`src/rtl/complementary_unit_pkg.sv`:
```
// Shared nnARM datapath definitions for the complementary unit: word width,
// incrementer group size, the most-negative word and the mode encoding.
package complementary_unit_pkg;
   localparam int WordWidth  = 32;
   localparam int GroupWidth = 4;
   localparam logic [WordWidth-1:0] MostNegative = 32'h8000_0000;
   localparam logic TwosMode = 1'b0;
   localparam logic OnesMode = 1'b1;
endpackage

```
`src/rtl/complementary_core.sv`:
```
// Combinational negation core: bitwise inversion followed by a 4-bit-group
// carry-lookahead incrementer, plus raw zero and overflow detection.
module complementary_core
   import complementary_unit_pkg::*;
(
   input  logic                 mode,
   input  logic [WordWidth-1:0] operand,
   output logic [WordWidth-1:0] result,
   output logic                 zero,
   output logic                 overflow
);
   localparam int Groups = WordWidth / GroupWidth;

   logic [WordWidth-1:0] inv_s;
   logic [Groups-1:0]    group_carry_s;
   logic [Groups-2:0]    group_prop_s;

   assign inv_s = ~operand;
   assign group_carry_s[0] = (mode == TwosMode);

   // An incrementer carries into a group only when every lower bit is one,
   // so the group carry is the injected +1 ANDed with all lower group propagates.
   for (genvar g = 1; g < Groups; g++) begin : g_lookahead
      assign group_carry_s[g] = group_carry_s[0] & (&group_prop_s[g-1:0]);
   end

   for (genvar g = 0; g < Groups; g++) begin : g_group
      logic [GroupWidth-1:0] bits_s;
      logic [GroupWidth-1:0] carry_s;

      assign bits_s     = inv_s[g*GroupWidth +: GroupWidth];
      assign carry_s[0] = group_carry_s[g];

      for (genvar b = 1; b < GroupWidth; b++) begin : g_bit
         assign carry_s[b] = carry_s[b-1] & bits_s[b-1];
      end

      if (g < Groups - 1) begin : g_prop
         assign group_prop_s[g] = &bits_s;
      end

      assign result[g*GroupWidth +: GroupWidth] = bits_s ^ carry_s;
   end

   assign zero     = (result == {WordWidth{1'b0}});
   assign overflow = (mode == TwosMode) && (operand == MostNegative);
endmodule

```
`src/rtl/complementary_unit.sv`:
```
// Registered two's/ones complement unit with one-cycle latency.
// Optional zero/overflow flag ports are enabled by COMPLEMENTARY_FLAGS_EN.
module complementary_unit
   import complementary_unit_pkg::*;
(
   input  logic                 clock,
   input  logic                 reset,
   input  logic                 in_Valid,
   input  logic                 in_OnesComplement,
   input  logic [WordWidth-1:0] in_Operand,
   output logic                 out_Valid,
   output logic [WordWidth-1:0] out_Result
`ifdef COMPLEMENTARY_FLAGS_EN
   ,
   output logic                 out_Zero,
   output logic                 out_Overflow
`endif
);
   logic [WordWidth-1:0] core_result_s;
   logic                 core_zero_s;
   logic                 core_overflow_s;
   logic                 valid_r;
   logic [WordWidth-1:0] result_r;

   complementary_core u_core (
      .mode     (in_OnesComplement),
      .operand  (in_Operand),
      .result   (core_result_s),
      .zero     (core_zero_s),
      .overflow (core_overflow_s)
   );

   // Valid pipeline and result register; result holds across idle cycles.
   always_ff @(posedge clock) begin
      if (!reset) begin
         valid_r  <= 1'b0;
         result_r <= {WordWidth{1'b0}};
      end else begin
         valid_r <= in_Valid;
         if (in_Valid) begin
            result_r <= core_result_s;
         end else begin
            result_r <= result_r;
         end
      end
   end

   assign out_Valid  = valid_r;
   assign out_Result = result_r;

`ifdef COMPLEMENTARY_FLAGS_EN
   logic zero_r;
   logic overflow_r;

   // Status flag registers, loaded alongside the result.
   always_ff @(posedge clock) begin
      if (!reset) begin
         zero_r     <= 1'b0;
         overflow_r <= 1'b0;
      end else if (in_Valid) begin
         zero_r     <= core_zero_s;
         overflow_r <= core_overflow_s;
      end else begin
         zero_r     <= zero_r;
         overflow_r <= overflow_r;
      end
   end

   assign out_Zero     = zero_r;
   assign out_Overflow = overflow_r;
`else
   logic unused_flags_s;
   assign unused_flags_s = core_zero_s ^ core_overflow_s;
`endif
endmodule

```
`config.mk`:
```
export PLATFORM = sky130hd
export DESIGN_NAME = complementary_unit
export DESIGN_NICKNAME = d
export VERILOG_FILES = /design/src/rtl/complementary_unit_pkg.sv /design/src/rtl/complementary_core.sv /design/src/rtl/complementary_unit.sv
export SDC_FILE = /design/constraint.sdc
export NUM_CORES = 1
export LEC_CHECK = 0
export ABC_CLOCK_PERIOD_IN_PS = 2500
export BUFFER_PORTS_ARGS = -buffer_cell sky130_fd_sc_hd__buf_2
export CAP_MARGIN = 20
export CORE_MARGIN = 4
export CORE_UTILIZATION = 51
export CTS_BUF_LIST = sky130_fd_sc_hd__clkbuf_4
export DETAILED_ROUTE_END_ITERATION = 6
export PLACE_DENSITY = 0.89
export SETUP_SLACK_MARGIN = 0.3
export SLEW_MARGIN = 30
export SYNTH_ARGS = -nofsm -noshare
export SYNTH_HDL_FRONTEND = slang
export SYNTH_SLANG_ARGS = --single-unit
```
`constraint.sdc`:
```
create_clock -name clock -period 2.5 [get_ports clock]
set_clock_uncertainty 0.1 [all_clocks]
set_input_delay 0.125 -clock clock [delete_from_list [all_inputs] [get_ports clock]]
set_output_delay 0.125 -clock clock [all_outputs]
set_load 0.01 [all_outputs]
```
==> results of run 1 <==
-- metal layers --
metal | up-vias | routed length (um) | GRT usage, % | share of wire, %
li1 | 720 | - | - | -
met1 | 618 | 1570 | 19.8 | 43
met2 | 37 | 1810 | 30.3 | 49
met3 | 4 | 247 | 7.32 | 6.7
met4 | 0 | 43 | 7.59 | 1.2
met5 | - | 0 | 0 | 0
-- worst max-delay path: stages --
cell      delay [ns]
buf_2           0.10
or4_1           0.56
nand4b_1        0.25
nor4_2          0.31
ha_1            0.19
ha_1            0.14
ha_1            0.22
mux2i_1         0.15
nor2b_1         0.06
-- state kept, by name, summed over array words and instances, names as in the netlist --
signal / flops
out_Result: 32
out_Valid: 1
-- cells by family after synthesis --
logic type                 after synthesis  share of synthesized area (%)
DFF                                     33                           36.4
and+or+nand+nor                         48                           18.4
adders and majority gates               24                           16.6
xor gates and xnor gates                 8                           3.86
buffers and inverters                   33                           7.04
muxes                                   32                           17.7
-- power by group through the flow --
stage	sequential (mW)	combinational, mW	clock, mW
2_1_floorplan	0.601	0.0973	0
3_3_place_gp	0.584	0.192	0
3_5_place_dp	0.585	0.197	0
4_1_cts	0.573	0.198	0.305
5_1_grt	0.577	0.221	0.333
6_report	0.573	0.194	0.296
-- layout make-up --
class	count	area [um2]
fillers	297	1150
multi-input cells	112	1020
flip-flops and latches	33	661
repair buffers	69	348
inverters	26	97.6
well taps	46	57.6
clock buffers	6	45.0
clock inverters	2	10.0
-- path summary, 6_finish.rpt --
kind	from	to	slack, ns	cells after the start
setup / recovery	in_Operand[16]	out_Result[30]$_SDFFE_PN0P_	0.52	9
hold / removal	in_Operand[31]	out_Result[31]$_SDFFE_PN0P_	0.04	4
setup reg to reg	out_Result[19]$_SDFFE_PN0P_	out_Result[19]$_SDFFE_PN0P_	1.75	2
hold reg to reg	out_Result[2]$_SDFFE_PN0P_	out_Result[2]$_SDFFE_PN0P_	0.42	2
-- stage by stage --
stage / cells / hold WS [ns] / util (%) / setup slack [ns]
global route: 294 / 0.0780 / 66.2 / 0.421
detailed placement: 286 / 0.397 / 64.6 / 0.163
floorplan: 178 / 0.153 / - / 0.456
global placement: 286 / 0.388 / 64.6 / 0.238
CTS: 294 / 0.0255 / 66.2 / 0.538
finish: 294 / 0.0410 / 66.2 / 0.523
-- Yosys cell counts (all sizes together) --
cell / instances / share of area [%]
buf: 3 / 0.83
nor2b: 32 / 11
ha: 24 / 17
inv: 26 / 5.4
xnor2: 8 / 3.9
and2: 2 / 0.69
nor3: 2 / 0.55
nor2: 3 / 0.62
dfxtp: 33 / 36
or4: 4 / 1.7
mux2i: 32 / 18
nor4: 3 / 2.1
clkbuf: 4 / 0.83
nand4b: 2 / 1.8
==> run_results.csv, run 1 <==
group,metric,value,unit
outcome,outcome,"finished, final reports clean",
finish,mostFrequentLayoutCells,"buf_2 (68), dfxtp_1 (33), mux2i_1 (32), nor2b_1 (32), inv_1 (26)",
clocking,h-tree-depth,2,
route,first_iter_violations,35,
global_routing,antenna_found_initial,0,
clocking,cts_setup_buffers,0,
worst_hold_path,hold_class,"input pin to flop",
timing,drv_slew,0,
die,design.core.area,3390,um2
placement,post_dp_cell_area,2190,um2
die,die_w,67.6,um
pwr,p_leak,1.27,nW
timing,fmax,0.506,GHz
logic_synthesis,netlist_area,1810,um2
pwr,power,1.06,mW
logic_synthesis,synth_seq_area_share,36.4,%
global_routing,grt_usage,18.0,%
route,drc,0,
route,via_per_inst,4.69,
placement,place_congestion,0.697,
timing,final-hold-violation-count,0,
timing,finalCriticalPeriod,1.98,ns
clocking,cts_tree,"yes",
pwr,peakVddDrop,0.000272,V
clocking,root_buffer,"clkbuf_4",
setup_path,cp_max_fo,2,
global_routing,grt_max_degree,34,
pwr,clkPwrFrac,27.8,%
route,drt_pass1_iterations,4,
timing,max_slew_margin,70.4,%
logic_synthesis,syn_area_per_cell,10.2,um2
logic_synthesis,synth_seq_cells,33,
pwr,seq_power_share,53.9,%
logic_synthesis,ys_warn_count,0,
die,initial_utilization,53.5,%
finish,postLayoutCellArea,2240,um2
pwr,internal_power,773,uW
global_routing,grt_pass1_vias,1443,
route,routedWlPerCell,12.5,um
setup_path,crit_path_end_kind,"flop",
clocking,numCtsBuffers,5,
global_routing,gr-total-overflow,0,
setup_path,cp-start-kind,"input pin",
placement,portBuffers,68,
placement,dp_hpwl,2890,um
route,ant_nets,0,
setup_path,critPathRequiredTime,2.63,ns
timing,tightestPinTransition,0.444,ns
timing,setup_viol,0,
die,dieHeight,67.6,um
timing,min_period_over_period,79.1,%
clocking,clkTransAtPathRegs,0.09,ns
global_routing,grt_pass1_wl,6000,um
clocking,worstSkewPairLatency,0.33,ns
pwr,p_per_area,474,nW/um2
pwr,sw_frac_of_total,27.3,%
run,drv_cap,0,
pwr,combPwrFrac,18.3,%
timing,rsz0062_at_grt,"false",
route,via_count,1379,
clocking,holdBufCountCts,0,
finish,layout.nets,307,
route,wl,3670,um
clocking,clock-sinks,33,
setup_path,critical_path_class,"input pin to flop",
finish,final_common_cell,"buf_2",
setup_path,arrival,2.11,ns
clocking,clock_path_buffers,2,
pwr,power_switching,291,uW
die,ios,69,
timing,finalSetupTns,0,ns
finish,n_antenna_cell,0,
logic_synthesis,synth_cell_type_count,15,
logic_synthesis,syn_inst,178,
clocking,post_cts_resized,0,
finish,area_delta_synth_final,23.7,%
logic_synthesis,syn_nets,238,
die,placementRows,21,
die,dieArea,4570,um2
finish,layout-drive-gt1-share,32.7,%
Note: power is estimated with default switching activity, not from simulation.
==> run 2: changes to the inputs <==
--- a/config.mk
+++ b/config.mk
@@ -5,7 +5,8 @@
 export SDC_FILE = /design/constraint.sdc
 export NUM_CORES = 1
 export LEC_CHECK = 0
-export ABC_CLOCK_PERIOD_IN_PS = 2500
+export ABC_AREA = 1
+export ABC_CLOCK_PERIOD_IN_PS = 1900
 export BUFFER_PORTS_ARGS = -buffer_cell sky130_fd_sc_hd__buf_2
 export CAP_MARGIN = 20
 export CORE_MARGIN = 4
==> constraint.sdc (replaced) <==
create_clock -name clock -period 1.9 [get_ports clock]
set_clock_uncertainty 0.1 [all_clocks]
set_input_delay 0.095 -clock clock [delete_from_list [all_inputs] [get_ports clock]]
set_output_delay 0.095 -clock clock [all_outputs]
set_load 0.01 [all_outputs]
==> run 2 against run 1 <==
Synthesized cell count increased by 33%. Clock power increased by 37%. Wire length increased by 9.6%. Critical path type unchanged. Largest cell class unchanged. Largest power group unchanged. Highest routed layer unchanged.
==> run_results.csv, run 2 <==
group,metric,value,unit
outcome,outcome,"finished, final reports clean",
finish,final_cells,358,
timing,max_slew_margin,65.5,%
placement,place_inst,343,
timing,finalSetupTns,0,ns
clocking,cts_setup_buffers,0,
die,design.core.area,3390,um2
logic_synthesis,syn_nets,297,
clocking,clock-sinks,33,
clocking,numCtsBuffers,5,
global_routing,grt_max_degree,34,
clocking,cts_tree,"yes",
logic_synthesis,async_reset_ff_share,0,%
global_routing,met1_usage,22.2,%
placement,post_dp_cell_area,2140,um2
logic_synthesis,synth_top_cell_area_share,36.4,%
global_routing,use_met3,5.99,%
global_routing,grt_usage,19.8,%
die,dieHeight,67.6,um
die,initial_utilization,53.5,%
placement,portBuffers,68,
finish,n_antenna_cell,0,
clocking,holdBufCountCts,7,
die,placementRows,21,
pwr,p_per_area,636,nW/um2
clocking,clkTransAtPathRegs,0.09,ns
setup_path,cp-start-kind,"input pin",
timing,setup_viol,0,
logic_synthesis,ys_top_cells_by_count,"nor2_1 (72), inv_1 (38), dfxtp_1 (33), ha_1 (24), o21ai_0 (22)",
logic_synthesis,synth_cell_type_count,19,
logic_synthesis,synth.largest_area_cell,"dfxtp_1",
pwr,combPwrFrac,19.0,%
pwr,power_switching,391,uW
worst_hold_path,hold_class,"input pin to flop",
setup_path,cp_num_buf_inv,1,
logic_synthesis,netlist_top_cells_area,"dfxtp_1 (36%), ha_1 (17%), nor2_1 (15%)",
setup_path,critical_path_class,"input pin to flop",
clocking,h-tree-depth,2,
setup_path,critPathRequiredTime,2.02,ns
route,via_per_inst,4.70,
finish,layout.nets,371,
route,drt_pass1_iterations,4,
pwr,seq_power_share,52.9,%
logic_synthesis,syn_area_per_cell,7.66,um2
pwr,clkPwrFrac,28.1,%
clocking,post_cts_resized,0,
global_routing,busiest_layer,"met2",
die,ios,69,
logic_synthesis,synth_seq_cells,33,
pwr,p_leak,1.33,nW
finish,layout-drive-gt1-share,28.8,%
logic_synthesis,synthFlopType,"dfxtp_1",
clocking,worstSkewPairLatency,0.32,ns
pwr,sw_frac_of_total,27.1,%
setup_path,cpMostUsedCell,"ha_1",
pwr,power,1.44,mW
timing,drv_slew,0,
setup_path,cp_max_fo,4,
timing,finalCriticalPeriod,1.33,ns
finish,postLayoutCellArea,2270,um2
finish,area_delta_synth_final,25.0,%
die,die_w,67.6,um
global_routing,grt_use_met2,34.6,%
global_routing,grt_pass1_vias,1600,
global_routing,antenna_found_initial,0,
global_routing,gr-total-overflow,0,
finish,fillers,308,
die,dieArea,4580,um2
clocking,clock_path_buffers,2,
clocking,root_buffer,"clkbuf_4",
setup_path,critical_path.max_stage_delay,0.23,ns
route,routedWlPerCell,11.2,um
placement,dp_hpwl,2940,um
logic_synthesis,ys_warn_count,0,
run,drv_cap,0,
route,wl,4020,um
finish,seq_area,661,um2
timing,fmax,0.751,GHz
logic_synthesis,synth.most_common_cell,"nor2_1",
finish,mostFrequentLayoutCells,"nor2_1 (72), buf_2 (68), inv_1 (38)",
global_routing,grt_pass1_wl,6860,um
finish,final_common_cell,"nor2_1",
setup_path,crit_path_end_kind,"flop",
finish,largest_register_ff_count,32,
route,first_iter_violations,68,
logic_synthesis,netlist_area,1810,um2
setup_path,rr_startpoint,"out_Result[15]$_SDFFE_PN0P_",
worst_hold_path,worstHoldStart,"in_Operand[7]",
setup_path,arrival,1.45,ns
timing,rsz0062_at_grt,"false",
route,via_count,1683,
pwr,internal_power,1.05,mW
route,ant_nets,0,
setup_path,cp_slowest_cell,"ha_1",
timing,tightestPinTransition,0.516,ns
setup_path,crit_start,"in_Operand[1]",
timing,min_period_over_period,70.0,%
finish,multi_input_area,922,um2
placement,place_congestion,0.740,
setup_path,crit_family,"simple AND/OR/NAND/NOR gates",
logic_synthesis,syn_inst,237,
route,drc,0,
logic_synthesis,synth_seq_area_share,36.4,%
timing,final-hold-violation-count,0,
timing,holdWs,0.0220,ns
pwr,peakVddDrop,0.000462,V
logic_synthesis,synth-edff-count,0,
setup_path,crit_path_cell_trace,"buf_2, nor2_2, nand3_2, nor2_4, nand2_4, nor2_2, ha_1, ha_1, ha_1, nor2_1, nor2_1",
[run 2: cell types whose count changed in the layout (fill, tap and decap cells not counted), sizes merged, moves of 4 or more]
cell / change
nor2: +77
mux2i: -32
nor2b: -32
o21ai: +32
inv: +14
dlygate4sd3: +7
nand2: +5
nand3: +5
or4: -4
[run 2: kinds of logic after synthesis]
family,Yosys count,synth area share (%)
AO/OA/AOI/OAI,32,8.83
XOR/XNOR,8,3.86
adder cells (fa/ha/maj),24,16.6
buffers and inverters,49,12.8
flip-flops,33,36.4
AND/OR/NAND/NOR,91,21.6
[run 2: worst reg2reg max path, cell delays in order (launching register included)]
cell and delay [ns]:
dfxtp_1 0.34, nor2_1 0.09, nor2_1 0.04, o21ai_1 0.07
inv_1 0.06
[run 2: worst paths after layout]
path	to	slack (ns)	depth (start not counted)
hold reg to reg	out_Result[13]$_SDFFE_PN0P_	0.39	2
setup / recovery	out_Result[26]$_SDFFE_PN0P_	0.57	11
setup reg to reg	out_Result[15]$_SDFFE_PN0P_	1.11	4
hold / removal	out_Result[7]$_SDFFE_PN0P_	0.02	4
[run 2: power by group through the flow]
stage          clock network [mW]  registers (mW)  logic, mW
3_5_place_dp                    0           0.779      0.264
5_1_grt                     0.461           0.770      0.313
4_1_cts                     0.424           0.763      0.276
6_report                    0.405           0.764      0.274
2_1_floorplan                   0           0.801      0.135
3_3_place_gp                    0           0.777      0.258
[run 2: per-stage QoR]
step / util, % / worst slack (ns)
6_report: 66.9 / 0.569
5_1_grt: 66.9 / 0.413
4_1_cts: 66.9 / 0.557
3_5_place_dp: 63.1 / 0.206
3_3_place_gp: 63.1 / 0.225
2_1_floorplan: - / 0.492
[run 2: final cells by class]
class                           count  area share (%)
Sequential cell                    33            29.1
Tap cell                           46            2.54
Timing Repair Buffer               76            18.4
Multi-Input combinational cell    155            40.7
Inverter                           40            6.62
Clock buffer                        8            2.65
[run 2: routing by layer]
layer | vias to the layer above | share of wire, % | wire, um
li1 | 878 | - | -
met1 | 745 | 40 | 1630
met2 | 52 | 51 | 2040
met3 | 8 | 7.1 | 285
met4 | 0 | 1.6 | 63
met5 | - | 0 | 0
==> run 3: changes to the inputs <==
--- a/config.mk
+++ b/config.mk
@@ -5,8 +5,8 @@
 export SDC_FILE = /design/constraint.sdc
 export NUM_CORES = 1
 export LEC_CHECK = 0
-export ABC_AREA = 1
-export ABC_CLOCK_PERIOD_IN_PS = 1900
+export ABC_AREA = 0
+export ABC_CLOCK_PERIOD_IN_PS = 1300
 export BUFFER_PORTS_ARGS = -buffer_cell sky130_fd_sc_hd__buf_2
 export CAP_MARGIN = 20
 export CORE_MARGIN = 4
==> constraint.sdc (replaced) <==
create_clock -name clock -period 1.3 [get_ports clock]
set_clock_uncertainty 0.1 [all_clocks]
set_input_delay 0.065 -clock clock [delete_from_list [all_inputs] [get_ports clock]]
set_output_delay 0.065 -clock clock [all_outputs]
set_load 0.01 [all_outputs]
==> run 3 against run 2 <==
The flow now finishes with violations (negative setup slack). Wire length up 26%. Combinational power is 100% higher. Non-clock buffer count increased by 21. Cell count is 10% lower. Utilization grew 21 points. Hold slack improved by 0.045 ns. Critical endpoint is now out_Result[23]$_SDFFE_PN0P_. Highest routed layer unchanged.
==> run_results.csv, run 3 (same netlist as run 1, synthesis figures left out) <==
group,metric,value,unit
outcome,outcome,"complete, but fails checks",
outcome,violations,"negative setup slack",
clocking,numCtsBuffers,5,
timing,setup_viol,28,
finish,final_common_cell,"buf_2",
die,design.core.area,3390,um2
global_routing,grt_pass1_vias,1558,
pwr,seq_power_share,50.8,%
setup_path,crit_path_cell_trace,"buf_6, or4_4, nand4b_4, nor3_1, ha_1, ha_1, ha_1, xnor2_1, mux2i_1, nor2b_1",
route,first_iter_violations,50,
clocking,h-tree-depth,2,
pwr,p_leak,1.47,nW
die,initial_utilization,53.5,%
pwr,p_per_area,743,nW/um2
finish,largest_register_ff_count,32,
timing,fmax,0.538,GHz
clocking,clock_path_buffers,2,
setup_path,critPathRequiredTime,1.47,ns
global_routing,gr-total-overflow,0,
timing,rsz0062_at_grt,"true",
pwr,internal_power,1.58,mW
die,placementRows,21,
run,drv_cap,0,
setup_path,cp-start-kind,"input pin",
finish,layout-drive-gt1-share,60.9,%
route,highest_layer,"met4",
global_routing,grt_usage,20.2,%
global_routing,antenna_found_initial,0,
pwr,sw_frac_of_total,28.5,%
finish,mostFrequentLayoutCells,"buf_2 (49), mux2i_1 (32), nor2b_1 (32)",
clocking,clkTransAtPathRegs,0.10,ns
pwr,power_switching,631,uW
setup_path,cp_slowest_cell,"or4_4",
setup_path,cp_max_fo,5,
finish,layout.nets,335,
setup_path,rr_startpoint,"out_Result[8]$_SDFFE_PN0P_",
setup_path,crit_start,"in_OnesComplement",
finish,final_cells,322,
route,met1Wirelength,1960,um
die,dieArea,4570,um2
setup_path,critical_path_class,"input pin to flop",
clocking,clock-sinks,33,
pwr,clkPwrFrac,24.2,%
timing,fin_ws,-0.559,ns
route,via_count,1580,
route,ant_nets,0,
placement,dp_hpwl,3020,um
placement,place_inst,308,
global_routing,grt_pass1_wl,6800,um
route,routedWlPerCell,15.7,um
route,wl,5040,um
setup_path,critical_path.max_stage_delay,0.53,ns
setup_path,reg2reg_depth,2,
clocking,root_buffer,"clkbuf_4",
timing,tightestPinTransition,0.446,ns
route,drt_pass1_iterations,4,
finish,area_delta_synth_final,64.2,%
placement,place_congestion,0.758,
setup_path,cp_num_buf_inv,1,
route,via_per_inst,4.91,
placement,place_ws,-0.961,ns
finish,postLayoutCellArea,2980,um2
pwr,power,2.21,mW
placement,post_dp_cell_area,2500,um2
route,met3_length,329,um
pwr,peakVddDrop,0.000747,V
timing,holdWs,0.0668,ns
timing,drv_slew,0,
setup_path,crit_path_end_kind,"flop",
clocking,worstSkewPairLatency,0.34,ns
timing,min_period_over_period,143,%
global_routing,grt_max_degree,34,
pwr,combPwrFrac,25.0,%
setup_path,ff2ff_setup_slack,0.47,ns
timing,final-hold-violation-count,0,
setup_path,endpoint,"out_Result[23]$_SDFFE_PN0P_",
clocking,cts_tree,"yes",
route,drc,0,
placement,portBuffers,68,
timing,finalCriticalPeriod,1.86,ns
setup_path,critical_path_depth,10,
setup_path,arrival,2.03,ns
setup_path,cpMostUsedCell,"ha_1",
setup_path,r2r_end,"out_Result[8]$_SDFFE_PN0P_",
die,die_w,67.6,um
finish,n_antenna_cell,0,
worst_hold_path,hold_class,"input pin to flop",
die,ios,69,
setup_path,crit_family,"simple AND/OR/NAND/NOR gates",
timing,max_slew_margin,70.2,%
die,dieHeight,67.6,um
route,route.met2.wl,2620,um
## run 3: cell count changes in the layout (fill, tap and decap cells not counted), sizes merged, moves of 14 or more
cell	before	now
o21ai	32	0
nor2	80	3
nor2b	0	32
buf	69	96
inv	40	26
mux2i	0	32
## run 3: worst reg2reg max path, cell delays in order, from the launching register on
cell and delay (ns):
dfxtp_1 0.32, mux2i_1 0.20, nor2b_1 0.10
## run 3: how the worst min path moves through the flow
stage                   startpoint                           to  slack [ns]  cells past startpoint
CTS                 in_Operand[19]  out_Result[19]$_SDFFE_PN0P_        0.04                      5
floorplan                    reset  out_Result[16]$_SDFFE_PN0P_        0.09                      1
global route        in_Operand[19]  out_Result[19]$_SDFFE_PN0P_        0.08                      5
detailed placement  in_Operand[31]  out_Result[31]$_SDFFE_PN0P_        0.36                      4
finish              in_Operand[19]  out_Result[19]$_SDFFE_PN0P_        0.07                      5
global placement    in_Operand[31]  out_Result[31]$_SDFFE_PN0P_        0.33                      4
## run 3: through the flow
stage               utilization, %  setup TNS (ns)
floorplan                        -          -11.04
global placement              73.9          -17.68
detailed placement            73.9          -18.50
CTS                           81.7           -9.21
global route                  87.8          -13.06
finish                        87.8          -11.17
## run 3: what timing repair did
action                                 in CTS  in global routing
setup buffers                               3                  2
endpoints found under the hold margin       1                  0
pin swaps                                   6                 11
hold buffers                                1                  0
setup endpoints to repair                  38                 55
resized for setup                          39                 50
## run 3: cell type report
| cell class | instances | area, um2 |
|---|---|---|
| flip-flops and latches | 33 | 694 |
| inverters | 26 | 115 |
| repair buffers | 97 | 718 |
| clock inverters | 3 | 12.5 |
| well taps | 46 | 57.6 |
| clock buffers | 5 | 37.5 |
| multi-input cells | 112 | 1340 |
| fillers | 158 | 413 |
## run 3: power by group through the flow
| stage | Clock (mW) | Sequential (mW) | Combinational, mW |
|---|---|---|---|
| 4_1_cts | 0.555 | 1.11 | 0.489 |
| 3_5_place_dp | 0 | 1.13 | 0.457 |
| 5_1_grt | 0.584 | 1.13 | 0.603 |
| 3_3_place_gp | 0 | 1.13 | 0.442 |
| 2_1_floorplan | 0 | 1.16 | 0.209 |
| 6_report | 0.536 | 1.12 | 0.553 |
## run 3: layer usage
layer  track usage (%)  vias up
li1                  -      782
met5                 0        -
met4              7.34        0
met2              36.1       55
met1              22.2      728
met3              6.49       15
